### src/rtl/tft_pclk_ctrl.sv
// tft_pclk_ctrl: sequences reset, divide updates and lock acquisition for the TFT pixel-clock generator.
module tft_pclk_ctrl #(
  parameter int          RST_CYCLES   = 8,
  parameter int          LOCK_TIMEOUT = 1024,
  parameter int          MAX_RETRIES  = 3,
  parameter logic [15:0] RESET_DIVIDE = 16'd0
) (
  input  logic        clk,
  input  logic        rst,
  input  logic        enable,
  input  logic [15:0] cfg_divide,
  input  logic        cfg_stb,
  output logic        cfg_ack,
  output logic        gen_rst,
  output logic [15:0] gen_divide,
  input  logic        gen_lock,
  output logic        ready,
  output logic        busy,
  output logic        error,
  input  logic        err_clr,
  output logic [7:0]  relock_count
);
  localparam int CMAX = RST_CYCLES > LOCK_TIMEOUT ? RST_CYCLES : LOCK_TIMEOUT;
  localparam int CW   = $clog2(CMAX + 1);
  localparam int RW   = $clog2(MAX_RETRIES + 1);
  typedef enum logic [2:0] {S_IDLE, S_RESET, S_WAIT, S_RUN, S_FAIL} state_t;
  state_t        state_q, state_d;
  logic [CW-1:0] cnt_q, cnt_d;
  logic [RW-1:0] retry_q, retry_d;
  logic [1:0]    sync_q;
  logic          pend_q, pend_d, load;
  logic [15:0]   pdiv_q, pdiv_d, gen_divide_d;
  logic [7:0]    relock_d;
  logic          lock_s;
  assign lock_s = sync_q[1];
  always_comb begin
    state_d  = state_q;
    cnt_d    = cnt_q + 1'b1;
    retry_d  = retry_q;
    relock_d = relock_count;
    load     = 1'b0;
    case (state_q)
      S_IDLE: begin
        load = pend_q;
        if (enable) begin
          state_d = S_RESET;
          cnt_d   = '0;
          retry_d = '0;
        end
      end
      S_RESET: begin
        if (!enable) state_d = S_IDLE;
        else if (cnt_q == CW'(RST_CYCLES - 1)) begin
          cnt_d   = '0;
          load    = pend_q;
          state_d = pend_q ? S_RESET : S_WAIT;
        end
      end
      S_WAIT: begin
        if (!enable) state_d = S_IDLE;
        else if (pend_q) begin
          state_d = S_RESET;
          cnt_d   = '0;
          load    = 1'b1;
        end else if (lock_s) state_d = S_RUN;
        else if (cnt_q == CW'(LOCK_TIMEOUT - 1)) begin
          retry_d = retry_q + 1'b1;
          cnt_d   = '0;
          state_d = (retry_q + 1'b1 < RW'(MAX_RETRIES)) ? S_RESET : S_FAIL;
        end
      end
      S_RUN: begin
        if (!enable) state_d = S_IDLE;
        else if (pend_q || !lock_s) begin
          state_d  = S_RESET;
          cnt_d    = '0;
          retry_d  = '0;
          load     = pend_q;
          relock_d = (pend_q || relock_count == 8'hff) ? relock_count : relock_count + 8'd1;
        end
      end
      S_FAIL: state_d = err_clr ? S_IDLE : S_FAIL;
      default: state_d = S_IDLE;
    endcase
  end
  assign pend_d       = cfg_stb | (pend_q & ~load);
  assign pdiv_d       = cfg_stb ? cfg_divide : pdiv_q;
  assign gen_divide_d = load ? pdiv_q : gen_divide;
  always_ff @(posedge clk or negedge rst) begin
    if (!rst) begin
      state_q      <= S_IDLE;
      cnt_q        <= '0;
      retry_q      <= '0;
      sync_q       <= '0;
      pend_q       <= 1'b0;
      pdiv_q       <= RESET_DIVIDE;
      gen_divide   <= RESET_DIVIDE;
      gen_rst      <= 1'b1;
      ready        <= 1'b0;
      busy         <= 1'b0;
      error        <= 1'b0;
      cfg_ack      <= 1'b0;
      relock_count <= '0;
    end else begin
      state_q      <= state_d;
      cnt_q        <= cnt_d;
      retry_q      <= retry_d;
      // lock is meaningless while the generator is held in reset, so the synchronizer restarts from 0
      sync_q       <= gen_rst ? 2'b00 : {sync_q[0], gen_lock};
      pend_q       <= pend_d;
      pdiv_q       <= pdiv_d;
      gen_divide   <= gen_divide_d;
      gen_rst      <= state_d == S_IDLE || state_d == S_RESET || state_d == S_FAIL;
      ready        <= state_d == S_RUN;
      busy         <= state_d == S_RESET || state_d == S_WAIT;
      error        <= state_d == S_FAIL;
      cfg_ack      <= cfg_stb;
      relock_count <= relock_d;
    end
  end
endmodule

### config.mk
export PLATFORM = sky130hd
export DESIGN_NAME = tft_pclk_ctrl
export DESIGN_NICKNAME = d
export VERILOG_FILES = /design/src/rtl/tft_pclk_ctrl.sv
export SDC_FILE = /design/constraint.sdc
export NUM_CORES = 1
export LEC_CHECK = 0
export ABC_CLOCK_PERIOD_IN_PS = 2950
export BUFFER_PORTS_ARGS = -buffer_cell sky130_fd_sc_hd__buf_4
export CAP_MARGIN = 0
export CORE_MARGIN = 3
export CORE_UTILIZATION = 55
export CTS_CLUSTER_SIZE = 14
export DETAILED_ROUTE_END_ITERATION = 7
export GPL_TIMING_DRIVEN = 0
export PLACE_DENSITY = 0.79
export SYNTH_ARGS = -nofsm -noshare
export SYNTH_HDL_FRONTEND = slang
export SYNTH_SLANG_ARGS = --single-unit
### constraint.sdc
create_clock -name clk -period 2.95 [get_ports clk]
set_clock_uncertainty 0.2 [all_clocks]
set_input_delay 0.59 -clock clk [delete_from_list [all_inputs] [get_ports clk]]
set_output_delay 0.59 -clock clk [all_outputs]
set_load 0.05 [all_outputs]
==> reports/metrics.csv, run 1 <==
metric;value;unit
Post-DP HPWL;3300;µm
status;completed;
Post-Place Cells;327;
post-synth top area share;56.8;%
Post-Route WL;4780;µm
max_cap viols;0;
Worst slew margin;48.1;%
synth top area cells;dfrtp_1, mux2_2, mux2_4;
GP Congestion;0.775;
CP Max Fanout;10;
Clock Power Share;35.0;%
Clock Latency Late Sink;0.34;ns
chip height;77.0;µm
die area;0.00593;mm²
internal power;1.85;mW
IR drop worst, VDD;0.384;mV
sw frac;30.9;%
Final Hold Fails;0;
Total GRT Usage;17.7;%
H-tree Lvls;3;
WL per Instance;13.9;µm
diode count;0;
vias in the first global route;1783;
total grt overflow;0;
vias per cell;5.29;
Filler Cells Inserted;355;
layout cell share with drive strength beyond 1;40.9;%
CTS Buf Count;9;
row count;25;
Clock Pin Slew Worst Setup and Hold Paths;0.08;ns
fin nets;296;
f_max;391;MHz
Required @ worst endpoint;2.97;ns
die width;77.0;µm
Synth cell types;48;
Resized cells post-CTS;0;
design area;0.00349;mm²
Slew @ Worst Pin;0.778;ns
Post-Syn Area;0.00278;mm²
Hold Buf Count CTS;0;
initial antenna violation count;0;
Starting Density;58.0;%
Seq/Total Area, Yosys;57.8;%
most common cell after layout, fill and taps aside;dfrtp_1;
Syn. warnings;0;
synthesized instance count;210;
Mapped Nets;235;
first-pass GRT wire length;8190;µm
Iter 0 DRT Violations;92;
post-route insts no fill;343;
largest net degree at the start of global routing;65;
CTS tree;done;
Setup crit end kind;register;
LEAKAGE;1.66;nW
hold crit path type;input pin to async pin;
post-layout utilization of the core;72.9;%
switching pwr;0.828;mW
synth-to-layout area growth;25.7;%
crit path DAT;2.58;ns
unrepaired setup endpoints after global routing;false;
Fin Setup TNS;0;ns
area leader, netlist;dfrtp_1;
DR vias;1815;
synthesized flop and latch total;64;
DRC Markers;0;
Final Setup Violations;0;
CORE AREA;0.00479;mm²
Cell Pwr Density;767;mW/mm²
Pre-antenna DRT Iters;4;
PortBufs;50;
EDFF count, synth;0;
CP startpoint kind;register;
Root Buffer;clkbuf_8;
min Tclk post-route;2.56;ns
fraction of registers with async set/reset;100;%
total setup buffers inserted after CTS;0;
register share of total power;40.4;%
placed inst area;0.00323;mm²
I/O Pins;51;
Synth Area per Inst;13.2;µm²
Final Cycle Share;86.8;%
CTS Buffer Depth;2;
main flop type after synthesis;dfrtp_1;
worst setup path class;register to register;
Slew Limit Fails;0;
most frequent cells in the layout;dfrtp_1, buf_4, mux2_2;
Sink Count;64;
Final ANT Viol Nets;0;
Logic pwr share;24.6;%
-- sequential cells by signal, summed over array words and instances, names as in the netlist --
name and cells:
gen_divide 16, retry_q 2, busy 1, error 1, cnt_q 11, gen_rst 1
ready 1, sync_q 2, pend_q 1, pdiv_q 16, relock_count 8, cfg_ack 1
state_q 3
-- cells by family (layout without fill, tap and decap cells) --
group	count (synthesis)	after routing	synth area share, %
mux	33	33	14.7
xor+xnor	15	15	4.73
compound gates	20	20	5.59
flops	64	64	57.8
simple gates	66	66	13.7
buf+inv	9	75	2.12
fa+ha+maj	3	3	1.35
-- final cells by class --
cell class	count	area (µm²)	area share (%)
buffer	5	43.8	1.26
clock buffer	10	138	3.95
clock inverter	6	116	3.34
inverter	4	15.0	0.430
multi-input combinational	137	1110	31.9
sequential	64	1600	45.9
tap	67	83.8	2.40
timing repair buffer	50	375	10.8
-- path summary, 6_finish.rpt --
| kind | from | end | slack [ns] | cells past startpoint |
|---|---|---|---|---|
| max in group asynchronous | rst | sync_q[1] | 1.90 | 1 |
| setup / recovery | cnt_q[0] | gen_divide[1] | 0.39 | 8 |
| hold / removal | rst | cfg_ack | 0.12 | 1 |
| hold reg to reg | sync_q[0] | sync_q[1] | 0.26 | 1 |
| setup reg to reg | cnt_q[0] | gen_divide[1] | 0.39 | 8 |
| min in group clk | cfg_stb | cfg_ack | 0.16 | 1 |
-- per-stage QoR --
stage          setup slack (ns)  power (mW)  hold WS, ns
3_3_place_gp              0.409        1.75        0.242
2_1_floorplan             0.580        1.55       0.0944
6_report                  0.390        2.68        0.115
5_1_grt                   0.279        2.79        0.146
4_1_cts                   0.383        2.70        0.146
3_5_place_dp              0.410        1.76        0.249
-- synth_stat cells, drive strengths merged (3+ instances only) --
master,number
nand4b,3
nand3,10
inv,4
nand4,4
and3,4
buf,3
nand2,8
ha,3
nor2,19
xnor2,8
nor2b,4
o21ai,3
a21oi,3
mux2,33
xor2,7
and2,3
dfrtp,63
-- critical path: stages, from the launching register on --
cell	delay, ns
dfrtp_1	0.42
ha_1	0.26
and4bb_1	0.26
nand3_2	0.15
a211o_1	0.35
or2_1	0.23
buf_6	0.15
buf_12	0.15
mux2_4	0.29
-- power groups by stage --
stage	clock network (mW)	registers, mW	logic (mW)
floorplan	0	1.34	0.210
global placement	0	1.09	0.657
detailed placement	0	1.10	0.665
CTS	0.955	1.08	0.667
global route	0.998	1.10	0.693
finish	0.936	1.08	0.659
-- metal layers --
layer / track usage, % / share of wire, %
met1: 22.5 / 46
met2: 27.9 / 48
met3: 3.76 / 4.1
met4: 10.7 / 1.8
met5: 0 / 0
Note: power is estimated with default switching activity, not from simulation.
==> inputs of run 2 (changes only) <==
- CORE_ASPECT_RATIO: unset -> 0.75
==> run 2 against run 1 <==
  * Critical path depth is the same
  * Worst hold slack better by 0.015 ns
  * Non-clock buffer count is the same
  * Register-to-register slack about the same
  * Flip-flop and latch count stayed put
  * First-iteration DRC count is 26% higher
  * Setup slack got worse by 0.010 ns
  * Global-route usage rose by 1.6 points
  * Core utilization increased by 1.1 points
  * Maximum frequency is 0.41% lower
  * Clock-buffer cell count down 1
  * Largest cell class unchanged
==> reports/metrics.csv, run 2 (synthesis results as in run 1) <==
metric;value;unit;change
most common cell after layout, fill and taps aside;dfrtp_1;;
most frequent cells in the layout;dfrtp_1, buf_4, mux2_2;;
Final Setup Violations;0;;unchanged
switching pwr;0.827;mW;about the same
CTS tree;done;;
CTS Buffer Depth;2;;unchanged
Clock Latency Late Sink;0.34;ns;about the same
unrepaired setup endpoints after global routing;false;;
Cell Pwr Density;745;mW/mm²;-2.9%
largest net degree at the start of global routing;65;;unchanged
DR vias;1825;;+0.55%
PortBufs;50;;unchanged
die area;0.00594;mm²;+0.14%
synth-to-layout area growth;24.0;%;
Root Buffer;clkbuf_8;;
Largest stage delay, worst path;0.42;ns;about the same
Resized cells post-CTS;0;;unchanged
Filler Cells Inserted;321;;-9.6%
Logic pwr share;25.9;%;+1.3 points
CORE AREA;0.00465;mm²;-2.8%
Fin Setup TNS;0;ns;unchanged
Final Hold Fails;0;;unchanged
I/O Pins;51;;unchanged
design area;0.00344;mm²;-1.4%
CP Max Fanout;10;;unchanged
status;completed;;
IR drop worst, VDD;0.572;mV;+49%
Required @ worst endpoint;2.97;ns;about the same
delay-heaviest family, CP;simple AND/OR/NAND/NOR gates;;
Final Cycle Share;87.1;%;+0.35 points
max_cap viols;0;;unchanged
Crit path depth;8;;unchanged
total setup buffers inserted after CTS;0;;unchanged
Pre-antenna DRT Iters;4;;unchanged
vias per cell;5.48;;+3.6%
diode count;0;;unchanged
GP Congestion;0.806;;+4.1%
WL per Instance;15.7;µm;+13%
Iter 0 DRT Violations;116;;+26%
total grt overflow;0;;unchanged
Hold Buf Count CTS;0;;unchanged
Clock Power Share;31.7;%;-3.3 points
initial antenna violation count;0;;unchanged
chip height;67.5;µm;-12%
Sink Count;64;;unchanged
Final ANT Viol Nets;0;;unchanged
row count;21;;-16%
register share of total power;42.4;%;+2.0 points
Post-Place Cells;317;;-3.1%
die width;88.0;µm;+14%
cells along the critical path;ha_1 -> and4bb_1 -> nand3_2 -> a211o_1 -> or2_1 -> buf_6 -> buf_12 -> mux2_4;;
Worst slew margin;48.0;%;-0.060 points
CP max-delay cell;dfrtp_1;;
Post-Route WL;5240;µm;+9.7%
min Tclk post-route;2.57;ns;+0.0104 ns
sw frac;32.3;%;+1.3 points
H-tree Lvls;3;;unchanged
worst setup path class;register to register;;
Largest regs;gen_divide (16), pdiv_q (16), cnt_q (11);;
Clock Pin Slew Worst Setup and Hold Paths;0.07;ns;about the same
hold crit path type;input pin to async pin;;
crit path buf inv count;2;;unchanged
Starting Density;59.7;%;+1.7 points
Slew Limit Fails;0;;unchanged
crit path DAT;2.59;ns;about the same
CTS Buf Count;9;;unchanged
first-pass GRT wire length;8450;µm;+3.2%
internal power;1.74;mW;-6.0%
Register-to-Register Path Depth;8;;unchanged
Setup crit end kind;register;;
f_max;389;MHz;-0.41%
layout cell share with drive strength beyond 1;40.9;%;unchanged
post-route insts no fill;333;;-2.9%
Slew @ Worst Pin;0.779;ns;+0.000900 ns
fin nets;296;;unchanged
placed inst area;0.00322;mm²;-0.39%
Total GRT Usage;19.3;%;+1.6 points
LEAKAGE;1.65;nW;-1.0%
DRC Markers;0;;unchanged
Post-DP HPWL;3730;µm;+13%
vias in the first global route;1761;;-1.2%
CP startpoint kind;register;;
run 2: cell types whose count changed in the layout (fill, tap and decap cells not counted), sizes merged:
| cell | delta |
|---|---|
| inv | +1 |
| clkbuf | -1 |
| bufinv | -1 |
| clkinvlp | +1 |
run 2: power by group through the flow:
stage               Sequential [mW]  Combinational [mW]  Clock (mW)
detailed placement             1.10               0.671           0
global route                   1.10               0.698       0.878
global placement               1.09               0.659           0
CTS                            1.09               0.672       0.834
finish                         1.09               0.664       0.814
floorplan                      1.34               0.210           0
run 2: routing by layer:
metal | track usage (%) | part of all wire [%] | vias to the layer above
met2 | 28.1 | 45 | 56
met1 | 26.2 | 47 | 884
met4 | 6.79 | 1.5 | 0
li1 | - | - | 876
met5 | 0 | 0 | -
met3 | 8.05 | 6.5 | 9
run 2: stage by stage:
stage / power [mW] / worst slack [ns] / utilization, % / hold slack (ns)
floorplan: 1.55 / 0.580 / - / 0.0944
global placement: 1.75 / 0.424 / 69.3 / 0.248
global route: 2.68 / 0.231 / 74.0 / 0.147
CTS: 2.59 / 0.368 / 74.0 / 0.152
finish: 2.56 / 0.380 / 74.0 / 0.131
detailed placement: 1.77 / 0.385 / 69.3 / 0.260
run 2: final timing paths:
path | slack [ns] | from | to
max | 0.38 | cnt_q[0] | gen_divide[0]
min | 0.13 | rst | cnt_q[7]
max reg2reg | 0.38 | cnt_q[0] | gen_divide[0]
min reg2reg | 0.28 | sync_q[0] | sync_q[1]
max in group asynchronous | 1.92 | rst | relock_count[1]
min in group clk | 0.17 | cfg_stb | cfg_ack
run 2: final cells by class:
type	count	area, µm²	share of cell area, %
Tap cell	57	71.3	2.07
Timing Repair Buffer	50	375	10.9
Sequential cell	64	1600	46.6
Inverter	4	15.0	0.436
Clock inverter	7	95.1	2.76
Multi-Input combinational cell	137	1110	32.4
Buffer	5	43.8	1.27
Clock buffer	9	124	3.60
run 2: worst reg2reg max path: cells and delay by family, from the launching register on:
family	cells	cell delay, ns
DFF	1	0.42
and+or+nand+nor	3	0.64
muxes	1	0.30
buffers and inverters	2	0.30
adders and majority gates	1	0.28
AOI/OAI and AO/OA	1	0.34
==> inputs of run 3 (changes only) <==
- CORE_MARGIN: 3 -> 2
- CORE_UTILIZATION: 55 -> 43
- PLACE_DENSITY: 0.79 -> unset
==> run 3 against run 2 <==
  * Clock power decreased by 12%
  * Largest cell class unchanged
  * Die area up 20%
  * Power fell by 3.9%
  * Cell area about the same
  * Register-to-register slack about the same
  * Critical path depth decreased by 2
==> reports/metrics.csv, run 3 (synthesis results as in run 1) <==
metric;value;unit;change
CORE AREA;0.00629;mm²;+35%
Sink Count;64;;unchanged
CTS Buf Count;9;;unchanged
synth-to-layout area growth;23.9;%;about the same
die width;96.8;µm;+9.9%
CTS tree;done;;
Post-DP HPWL;3600;µm;-3.3%
min Tclk post-route;2.58;ns;+0.00769 ns
row count;25;;+19%
Slew @ Worst Pin;0.791;ns;+0.0111 ns
CP startpoint kind;register;;
total grt overflow;0;;unchanged
most common cell after layout, fill and taps aside;dfrtp_1;;
sw frac;33.3;%;+1.0 points
I/O Pins;51;;unchanged
PortBufs;50;;unchanged
DRC Markers;0;;unchanged
register share of total power;44.0;%;+1.6 points
Clock Pin Slew Worst Setup and Hold Paths;0.07;ns;about the same
total setup buffers inserted after CTS;0;;unchanged
switching pwr;0.821;mW;-0.84%
Min Hold Slack;0.137;ns;+0.00629 ns
Critical Path Start;cnt_q[0];;
Root Buffer;clkbuf_8;;
status;completed;;
largest net degree at the start of global routing;65;;unchanged
Starting Density;44.1;%;-16 points
FF-to-FF setup slack;0.37;ns;about the same
Clock Power Share;29.1;%;-2.6 points
Total GRT Usage;15.5;%;-3.8 points
worst r2r src;cnt_q[0];;
Clock Latency Late Sink;0.33;ns;about the same
f_max;388;MHz;-0.30%
crit path DAT;2.58;ns;about the same
DR vias;1801;;-1.3%
Final Hold Fails;0;;unchanged
most frequent cells in the layout;dfrtp_1, buf_4, mux2_2;;
worst setup path class;register to register;;
LEAKAGE;1.64;nW;-0.67%
diode count;0;;unchanged
Final ANT Viol Nets;0;;unchanged
die area;0.00712;mm²;+20%
CTS Buffer Depth;2;;unchanged
chip height;73.6;µm;+9.0%
Resized cells post-CTS;0;;unchanged
WL per Instance;14.7;µm;-6.5%
Slew Limit Fails;0;;unchanged
Cell Pwr Density;717;mW/mm²;-3.9%
initial antenna violation count;0;;unchanged
max_cap viols;0;;unchanged
Post-Route WL;5260;µm;+0.29%
Final Setup Violations;0;;unchanged
unrepaired setup endpoints after global routing;false;;
Required @ worst endpoint;2.95;ns;-0.02 ns
layout cell share with drive strength beyond 1;40.9;%;unchanged
Fin Setup TNS;0;ns;unchanged
vias in the first global route;1783;;+1.2%
fin nets;296;;unchanged
IR drop worst, VDD;0.334;mV;-42%
Logic pwr share;26.9;%;+1.0 points
Iter 0 DRT Violations;112;;-3.4%
internal power;1.64;mW;-5.4%
Pre-antenna DRT Iters;4;;unchanged
H-tree Lvls;3;;unchanged
Final Cycle Share;87.4;%;+0.26 points
vias per cell;5.04;;-7.9%
hold crit path type;input pin to async pin;;
Worst slew margin;45.9;%;-2.1 points
first-pass GRT wire length;8560;µm;+1.2%
Setup crit end kind;register;;
Hold Buf Count CTS;0;;unchanged
GP Congestion;0.860;;+6.7%
Largest regs;gen_divide (16), pdiv_q (16), cnt_q (11);;
CP Max Fanout;10;;unchanged
[run 3: cell types whose count changed in the layout (fill, tap and decap cells not counted)]
cell       previous run  this run
clkinv_4              1         0
clkinv_2              2         5
bufinv_16             2         1
inv_6                 1         0
[run 3: worst max-delay path: stages, from the launching register on]
cell	delay, ns
dfrtp_1	0.41
ha_1	0.27
nand3_1	0.18
or4_4	0.54
o21a_1	0.26
a211oi_4	0.47
nor2_1	0.11
[run 3: metrics by stage]
| step | setup WS (ns) | total power [mW] | util, % | instance area (µm²) | std cells |
|---|---|---|---|---|---|
| 2_1_floorplan | 0.580 | 1.55 | - | 2780 | 210 |
| 3_3_place_gp | 0.404 | 1.76 | 51.7 | 3250 | 341 |
| 3_5_place_dp | 0.361 | 1.77 | 51.7 | 3250 | 341 |
| 4_1_cts | 0.363 | 2.49 | 54.7 | 3440 | 357 |
| 5_1_grt | 0.188 | 2.57 | 54.7 | 3440 | 357 |
| 6_report | 0.372 | 2.46 | 54.7 | 3440 | 357 |
[run 3: routing by layer]
| layer | routed length (µm) | vias to the layer above | track usage (%) |
|---|---|---|---|
| met5 | 0 | - | 0 |
| met4 | 55 | 0 | 6.10 |
| met3 | 319 | 5 | 5.99 |
| met2 | 2280 | 45 | 21.6 |
| met1 | 2600 | 882 | 22.0 |
| li1 | - | 869 | - |
[run 3: final cells by class]
cell class                      count  area (µm²)
Sequential cell                    64        1600
Tap cell                           81         101
Timing Repair Buffer               50         375
Clock inverter                      7        62.6
Inverter                            4        15.0
Clock buffer                        9         124
Buffer                              5        43.8
Fill cell                         568        2850
Multi-Input combinational cell    137        1110
[run 3: worst paths after layout]
check | cells after the start | to
min in group clk | 1 | cfg_ack
setup reg to reg | 6 | cnt_q[3]
max in group asynchronous | 1 | cnt_q[4]
hold / removal | 1 | relock_count[0]
setup / recovery | 6 | cnt_q[3]
hold reg to reg | 1 | gen_divide[11]
[run 3: power by group through the flow]
stage | Sequential [mW] | Clock [mW] | Combinational (mW)
after floorplan | 1.34 | 0 | 0.210
after global placement | 1.10 | 0 | 0.660
after detailed placement | 1.10 | 0 | 0.670
after CTS | 1.08 | 0.737 | 0.672
after global routing | 1.10 | 0.769 | 0.703
final | 1.08 | 0.716 | 0.664
